[config.mk]
export PLATFORM = sky130hd
export DESIGN_NAME = count_event_monitor_flat
export DESIGN_NICKNAME = d
export VERILOG_FILES = /design/src/rtl/count_event_monitor_if.sv /design/src/rtl/count_event_monitor.sv /design/src/flat_wrapper.sv
export SDC_FILE = /design/constraint.sdc
export NUM_CORES = 1
export LEC_CHECK = 0
export BUFFER_PORTS_ARGS = -buffer_cell sky130_fd_sc_hd__buf_2
export CORE_UTILIZATION = 59
export CTS_BUF_LIST = sky130_fd_sc_hd__clkbuf_2 sky130_fd_sc_hd__clkbuf_4 sky130_fd_sc_hd__clkbuf_8
export CTS_CLUSTER_DIAMETER = 50
export CTS_CLUSTER_SIZE = 24
export DETAILED_ROUTE_END_ITERATION = 6
export GPL_ROUTABILITY_DRIVEN = 0
export PLACE_DENSITY = 0.89
export REMOVE_ABC_BUFFERS = 1
export SLEW_MARGIN = 30
export SYNTH_ARGS = -nofsm -noshare
export SYNTH_HDL_FRONTEND = slang
export SYNTH_SLANG_ARGS = --single-unit
[constraint.sdc]
create_clock -name clk -period 4.95 [get_ports clk]
set_input_delay 0.2475 -clock clk [delete_from_list [all_inputs] [get_ports clk]]
set_output_delay 0.2475 -clock clk [all_outputs]
set_load 0.05 [all_outputs]
[src/rtl/count_event_monitor_if.sv]
// Signal bundle between a binary counter tap and count_event_monitor.
// The monitor is the slave; whoever drives the counter side holds the master modport.
interface count_event_monitor_if #(
    parameter int N = 8,
    parameter int W = 8
);
    logic [N-1:0] count_in;
    logic         load_in;
    logic [N-1:0] cmp_in;
    logic         clr_in;
    logic [2:0]   state_out;
    logic         wrap_up_out;
    logic         wrap_dn_out;
    logic         match_out;
    logic         err_out;
    logic [W-1:0] wrap_cnt_out;
    logic         sat_out;

    modport master (
        output count_in, load_in, cmp_in, clr_in,
        input  state_out, wrap_up_out, wrap_dn_out, match_out, err_out,
               wrap_cnt_out, sat_out
    );

    modport slave (
        input  count_in, load_in, cmp_in, clr_in,
        output state_out, wrap_up_out, wrap_dn_out, match_out, err_out,
               wrap_cnt_out, sat_out
    );
endinterface

[src/rtl/count_event_monitor.sv]
// Classifies every step of an observed binary counter (hold/up/down/jump) and
// emits registered wrap, match and error pulses plus a saturating wrap tally.
module count_event_monitor #(
    parameter int          N   = 8,
    parameter int unsigned MAX = 2**N - 1,
    parameter int          W   = 8
) (
    input  logic                 clk,
    input  logic                 reset_al_in,
    count_event_monitor_if.slave bus
);

    typedef enum logic [2:0] {
        ST_INIT = 3'd0,
        ST_HOLD = 3'd1,
        ST_UP   = 3'd2,
        ST_DOWN = 3'd3,
        ST_JUMP = 3'd4
    } state_t;

    localparam logic [N-1:0] MAX_V = MAX[N-1:0];

    state_t       r_state;
    logic [N-1:0] r_prev;
    logic         r_load;
    logic         r_wrap_up;
    logic         r_wrap_dn;
    logic         r_match;
    logic         r_err;
    logic [W-1:0] r_wrap_cnt;
    logic         r_sat;

    logic [N-1:0] w_inc;
    logic [N-1:0] w_dec;
    logic [W-1:0] w_cnt_inc;
    state_t       w_state_nxt;
    logic         w_wrap_up;
    logic         w_wrap_dn;
    logic         w_match;
    logic         w_err;

    assign w_inc     = (r_prev == MAX_V) ? '0 : r_prev + 1'b1;
    assign w_dec     = (r_prev == '0) ? MAX_V : r_prev - 1'b1;
    assign w_cnt_inc = r_wrap_cnt + 1'b1;

    // A registered load means the counter was loaded on the previous edge, so
    // whatever value appears now is a legal jump and outranks every other check.
    always_comb begin
        // NOTE: every signal written here gets a default first; a path that skips an assignment would infer a latch.
        w_state_nxt = ST_JUMP;
        w_wrap_up   = 1'b0;
        w_wrap_dn   = 1'b0;
        w_err       = 1'b0;
        if (r_state == ST_INIT) begin
            w_state_nxt = ST_HOLD;
        end else if (r_load) begin
            w_state_nxt = ST_JUMP;
        end else if (bus.count_in > MAX_V) begin
            w_state_nxt = ST_JUMP;
            w_err       = 1'b1;
        end else if (bus.count_in == r_prev) begin
            w_state_nxt = ST_HOLD;
        end else if (bus.count_in == w_inc) begin
            w_state_nxt = ST_UP;
            w_wrap_up   = (r_prev == MAX_V);
        end else if (bus.count_in == w_dec) begin
            w_state_nxt = ST_DOWN;
            w_wrap_dn   = (r_prev == '0);
        end else begin
            w_state_nxt = ST_JUMP;
            w_err       = 1'b1;
        end
    end

    assign w_match = (r_state != ST_INIT) && (bus.count_in == bus.cmp_in) &&
                     ((r_prev != bus.cmp_in) || r_load);

    always_ff @(posedge clk or negedge reset_al_in) begin
        if (!reset_al_in) begin
            r_state    <= ST_INIT;
            r_prev     <= '0;
            r_load     <= 1'b0;
            r_wrap_up  <= 1'b0;
            r_wrap_dn  <= 1'b0;
            r_match    <= 1'b0;
            r_err      <= 1'b0;
            r_wrap_cnt <= '0;
            r_sat      <= 1'b0;
        end else begin
            // NOTE: non-blocking assignments so every register samples the pre-edge values, independent of statement order.
            r_state   <= w_state_nxt;
            r_prev    <= bus.count_in;
            r_load    <= bus.load_in;
            r_wrap_up <= w_wrap_up;
            r_wrap_dn <= w_wrap_dn;
            r_match   <= w_match;
            r_err     <= w_err;
            // Clear beats a coincident wrap; an all-ones tally holds and latches saturation.
            if (bus.clr_in) begin
                r_wrap_cnt <= '0;
                r_sat      <= 1'b0;
            end else if (w_wrap_up || w_wrap_dn) begin
                if (r_wrap_cnt == '1) begin
                    r_sat <= 1'b1;
                end else begin
                    r_wrap_cnt <= w_cnt_inc;
                    if (w_cnt_inc == '1) begin
                        r_sat <= 1'b1;
                    end
                end
            end
        end
    end

    assign bus.state_out    = r_state;
    assign bus.wrap_up_out  = r_wrap_up;
    assign bus.wrap_dn_out  = r_wrap_dn;
    assign bus.match_out    = r_match;
    assign bus.err_out      = r_err;
    assign bus.wrap_cnt_out = r_wrap_cnt;
    assign bus.sat_out      = r_sat;

endmodule

[src/flat_wrapper.sv]
// flat-port wrapper written by rule: the top's interface ports become plain ports
module count_event_monitor_flat 
#(
    parameter int          N   = 8,
    parameter int unsigned MAX = 2**N - 1,
    parameter int          W   = 8
)
  (clk, reset_al_in, bus_count_in, bus_load_in, bus_cmp_in, bus_clr_in, bus_state_out, bus_wrap_up_out, bus_wrap_dn_out, bus_match_out, bus_err_out, bus_wrap_cnt_out, bus_sat_out);
  count_event_monitor_if #(.N(N), .W(W)) bus_i ();
  input  logic clk;
  input  logic reset_al_in;
  input wire logic [$bits(bus_i.count_in)-1:0] bus_count_in;
  input wire logic [$bits(bus_i.load_in)-1:0] bus_load_in;
  input wire logic [$bits(bus_i.cmp_in)-1:0] bus_cmp_in;
  input wire logic [$bits(bus_i.clr_in)-1:0] bus_clr_in;
  output wire logic [$bits(bus_i.state_out)-1:0] bus_state_out;
  output wire logic [$bits(bus_i.wrap_up_out)-1:0] bus_wrap_up_out;
  output wire logic [$bits(bus_i.wrap_dn_out)-1:0] bus_wrap_dn_out;
  output wire logic [$bits(bus_i.match_out)-1:0] bus_match_out;
  output wire logic [$bits(bus_i.err_out)-1:0] bus_err_out;
  output wire logic [$bits(bus_i.wrap_cnt_out)-1:0] bus_wrap_cnt_out;
  output wire logic [$bits(bus_i.sat_out)-1:0] bus_sat_out;
  assign bus_i.count_in = bus_count_in;
  assign bus_i.load_in = bus_load_in;
  assign bus_i.cmp_in = bus_cmp_in;
  assign bus_i.clr_in = bus_clr_in;
  assign bus_state_out = bus_i.state_out;
  assign bus_wrap_up_out = bus_i.wrap_up_out;
  assign bus_wrap_dn_out = bus_i.wrap_dn_out;
  assign bus_match_out = bus_i.match_out;
  assign bus_err_out = bus_i.err_out;
  assign bus_wrap_cnt_out = bus_i.wrap_cnt_out;
  assign bus_sat_out = bus_i.sat_out;
  count_event_monitor #(.N(N), .MAX(MAX), .W(W)) u_core (.clk(clk), .reset_al_in(reset_al_in), .bus(bus_i));
endmodule
==> impl_metrics.json <==
{
  "status": "completed",
  "io_buffers": 35,
  "synth_largest_area_cell": "dfrtp_1",
  "cts_tree": "done",
  "vias_per_cell": 6.16,
  "n_antenna_cell": 0,
  "htree_levels": 1,
  "tightest_slew_ps": 894,
  "drv_slew": 0,
  "areaGrowthSynthToFinish_pct": 10.3,
  "fill_cells": 253,
  "slew_headroom_pct": 40.4,
  "synth_area_per_cell_sq_um": 8.71,
  "yosys-top-cells-count": "25 x dfrtp_1, 20 x nor2_1, 16 x xnor2_1",
  "cts_buffer_depth": 2,
  "crit_path_start_kind": "flop",
  "swShare_pct": 38.2,
  "fin_skew_ps": 2.36,
  "synthCells": 229,
  "grt_pass1_wl_mm": 7.00,
  "drc": 0,
  "fmax_ghz": 0.304,
  "min-delay-path-class": "input port to flop",
  "crit_type": "flop to flop",
  "peakVddDrop_mv": 0.221,
  "crit_path_max_fanout": 20,
  "clkTransAtPathRegs_ps": 160,
  "power.leakage_nw": 0.918,
  "setup_viol_count_final": 0,
  "grt.overflow.total": 0,
  "synth.distinct_cells": 55,
  "drive_above_1_share_pct": 18.4,
  "dp_hpwl_mm": 3.35,
  "clk_latency_ps": 330,
  "power_frac_comb_pct": 30.3,
  "worstSetupEndpointType": "flop",
  "drtPass1Iterations": 4,
  "yosysMostFrequentCell": "dfrtp_1",
  "synth_flop_cell": "dfrtp_1",
  "clockRootBuffer": "clkbuf_4",
  "rsz0062_at_grt": "false",
  "p_int_mw": 0.299,
  "die_h_um": 60.1,
  "min_period_over_period_pct": 66.5,
  "antenna_found_initial": 0,
  "ant_nets": 0,
  "ys_ff_latch": 25,
  "io_pins": 36,
  "seq_area_frac_synth_pct": 31.4,
  "vias": 1843,
  "power_mw": 0.485,
  "dr.first_iter.drc_count": 56,
  "maxCapViolations": 0,
  "rows": 20,
  "synth-async-reset-ratio_pct": 100,
  "die_area_sq_um": 3620,
  "grt_use_total_pct": 25.7,
  "netlist_area_sq_um": 1990,
  "synth_edf_count": 0,
  "fin_tns_setup_ps": 0,
  "die_x_um": 60.1,
  "finalWirelength_mm": 4.36,
  "grt_max_degree": 26,
  "post-route-min-period_ps": 3290,
  "worst_ep_arrival_time_ps": 3530,
  "p_sw_mw": 0.185,
  "start_util_pct": 63.8,
  "wire_per_inst_um": 14.6,
  "synth_area_leaders": "dfrtp_1 31%, xnor2_1 7.0%, xor2_1 5.3%",
  "hold_violations": 0,
  "clock_power_share_pct": 21.4,
  "core_sq_um": 3130,
  "clock-sinks": 25,
  "finalNetCount": 280,
  "grt_pass1_vias": 1657,
  "cts_made_buffers": 3,
  "synth_top_area_share_pct": 31.4,
  "power_density_nw_per_um2": 220,
  "synth_warnings": 0,
  "seq_power_share_pct": 48.2,
  "cp_data_required_time_ps": 5190,
  "cts_resized": 0
}
power groups by stage:
stage	Combinational, mW	Sequential (mW)	Clock [mW]
3_5_place_dp	0.146	0.237	0
5_1_grt	0.159	0.236	0.109
6_report	0.147	0.234	0.104
2_1_floorplan	0.0647	0.270	0
3_3_place_gp	0.144	0.237	0
4_1_cts	0.147	0.233	0.103
placed cells by master, fill, tap and decap left out, types with 3 or more instances in the layout:
master | netlist | routed
nor3_1 | 12 | 12
dfrtp_1 | 25 | 25
nand2_1 | 10 | 10
nand4_1 | 8 | 8
o21ai_0 | 8 | 8
clkbuf_4 | 0 | 3
and3_1 | 4 | 4
nor2_1 | 20 | 20
xnor2_1 | 16 | 16
inv_1 | 7 | 7
or3_1 | 3 | 3
and2_1 | 3 | 3
nor4_1 | 4 | 4
mux2_1 | 3 | 3
o211ai_1 | 4 | 4
xor2_1 | 12 | 12
buf_2 | 4 | 35
ha_1 | 4 | 4
a21oi_1 | 11 | 11
nand3_1 | 9 | 9
nor2b_1 | 6 | 6
nand2b_1 | 4 | 4
a211o_1 | 3 | 3
logic make-up after synthesis:
family | Yosys count | share of synthesized area [%]
AND/OR/NAND/NOR | 96 | 28.0
AO/OA/AOI/OAI | 48 | 17.3
XOR/XNOR | 28 | 12.3
flip-flops | 25 | 31.4
buffers and inverters | 22 | 5.14
multiplexers | 6 | 3.32
adder cells (fa/ha/maj) | 4 | 2.51
state kept, by name (all words and copies together) (netlist names):
| signal | cells |
|---|---|
| u_core.bus.state_out | 3 |
| u_core.r_load | 1 |
| u_core.bus.sat_out | 1 |
| u_core.bus.wrap_cnt_out | 8 |
| u_core.bus.wrap_dn_out | 1 |
| u_core.bus.err_out | 1 |
| u_core.r_prev | 8 |
| u_core.bus.wrap_up_out | 1 |
| u_core.bus.match_out | 1 |
final cells by class:
type | instances | area (sq um) | area share, %
multi-input cells | 182 | 1270 | 57.6
clock inverters | 1 | 8.76 | 0.398
well taps | 44 | 55.1 | 2.50
clock buffers | 3 | 22.5 | 1.02
repair buffers | 37 | 195 | 8.87
inverters | 7 | 26.3 | 1.19
flip-flops and latches | 25 | 626 | 28.4
routing by layer:
layer | GRT usage [%] | vias up | wire (um)
met3 | 2.38 | 7 | 200
met4 | 6.64 | 0 | 42
met1 | 33.2 | 877 | 1940
li1 | - | 894 | -
met2 | 45.4 | 65 | 2180
met5 | 0 | - | 0
critical path, stage by stage, from the launching register on:
cell	delay [ps]
dfrtp_1	770
nand4_1	180
and2_1	220
or4_4	500
a2111oi_4	410
a32oi_1	390
nor4b_4	370
mux2_1	350
path summary, 6_finish.rpt:
| check | start | end | slack (ps) | cells past startpoint |
|---|---|---|---|---|
| max | u_core.r_prev[3] | u_core.bus.wrap_cnt_out[5] | 1660 | 7 |
| min | bus_count_in[0] | u_core.r_prev[0] | 60 | 1 |
| max reg2reg | u_core.r_prev[3] | u_core.bus.wrap_cnt_out[5] | 1660 | 7 |
| min reg2reg | u_core.r_load | u_core.bus.state_out[0] | 500 | 1 |
| max in group asynchronous | reset_al_in | u_core.r_prev[5] | 4180 | 2 |
| min in group asynchronous | reset_al_in | u_core.bus.wrap_cnt_out[5] | 400 | 2 |
repair_timing:
| action | 4_1_cts | 5_1_grt |
|---|---|---|
| endpoints found under the hold margin | 25 | 1 |
| hold buffers | 1 | 1 |
| setup buffers | 0 | 0 |
metrics by stage:
step	hold WS, ps	setup slack, ps	instance area (sq um)	cells	utilization (%)
after detailed placement	274	1710	2150	293	68.7
after CTS	14.5	1690	2190	298	70.0
after global routing	60.6	1510	2200	299	70.3
after floorplan	-48.1	2000	1920	214	-
final	59.2	1660	2200	299	70.3
after global placement	264	1770	2150	293	68.7
(Power assumes the default switching activity.)
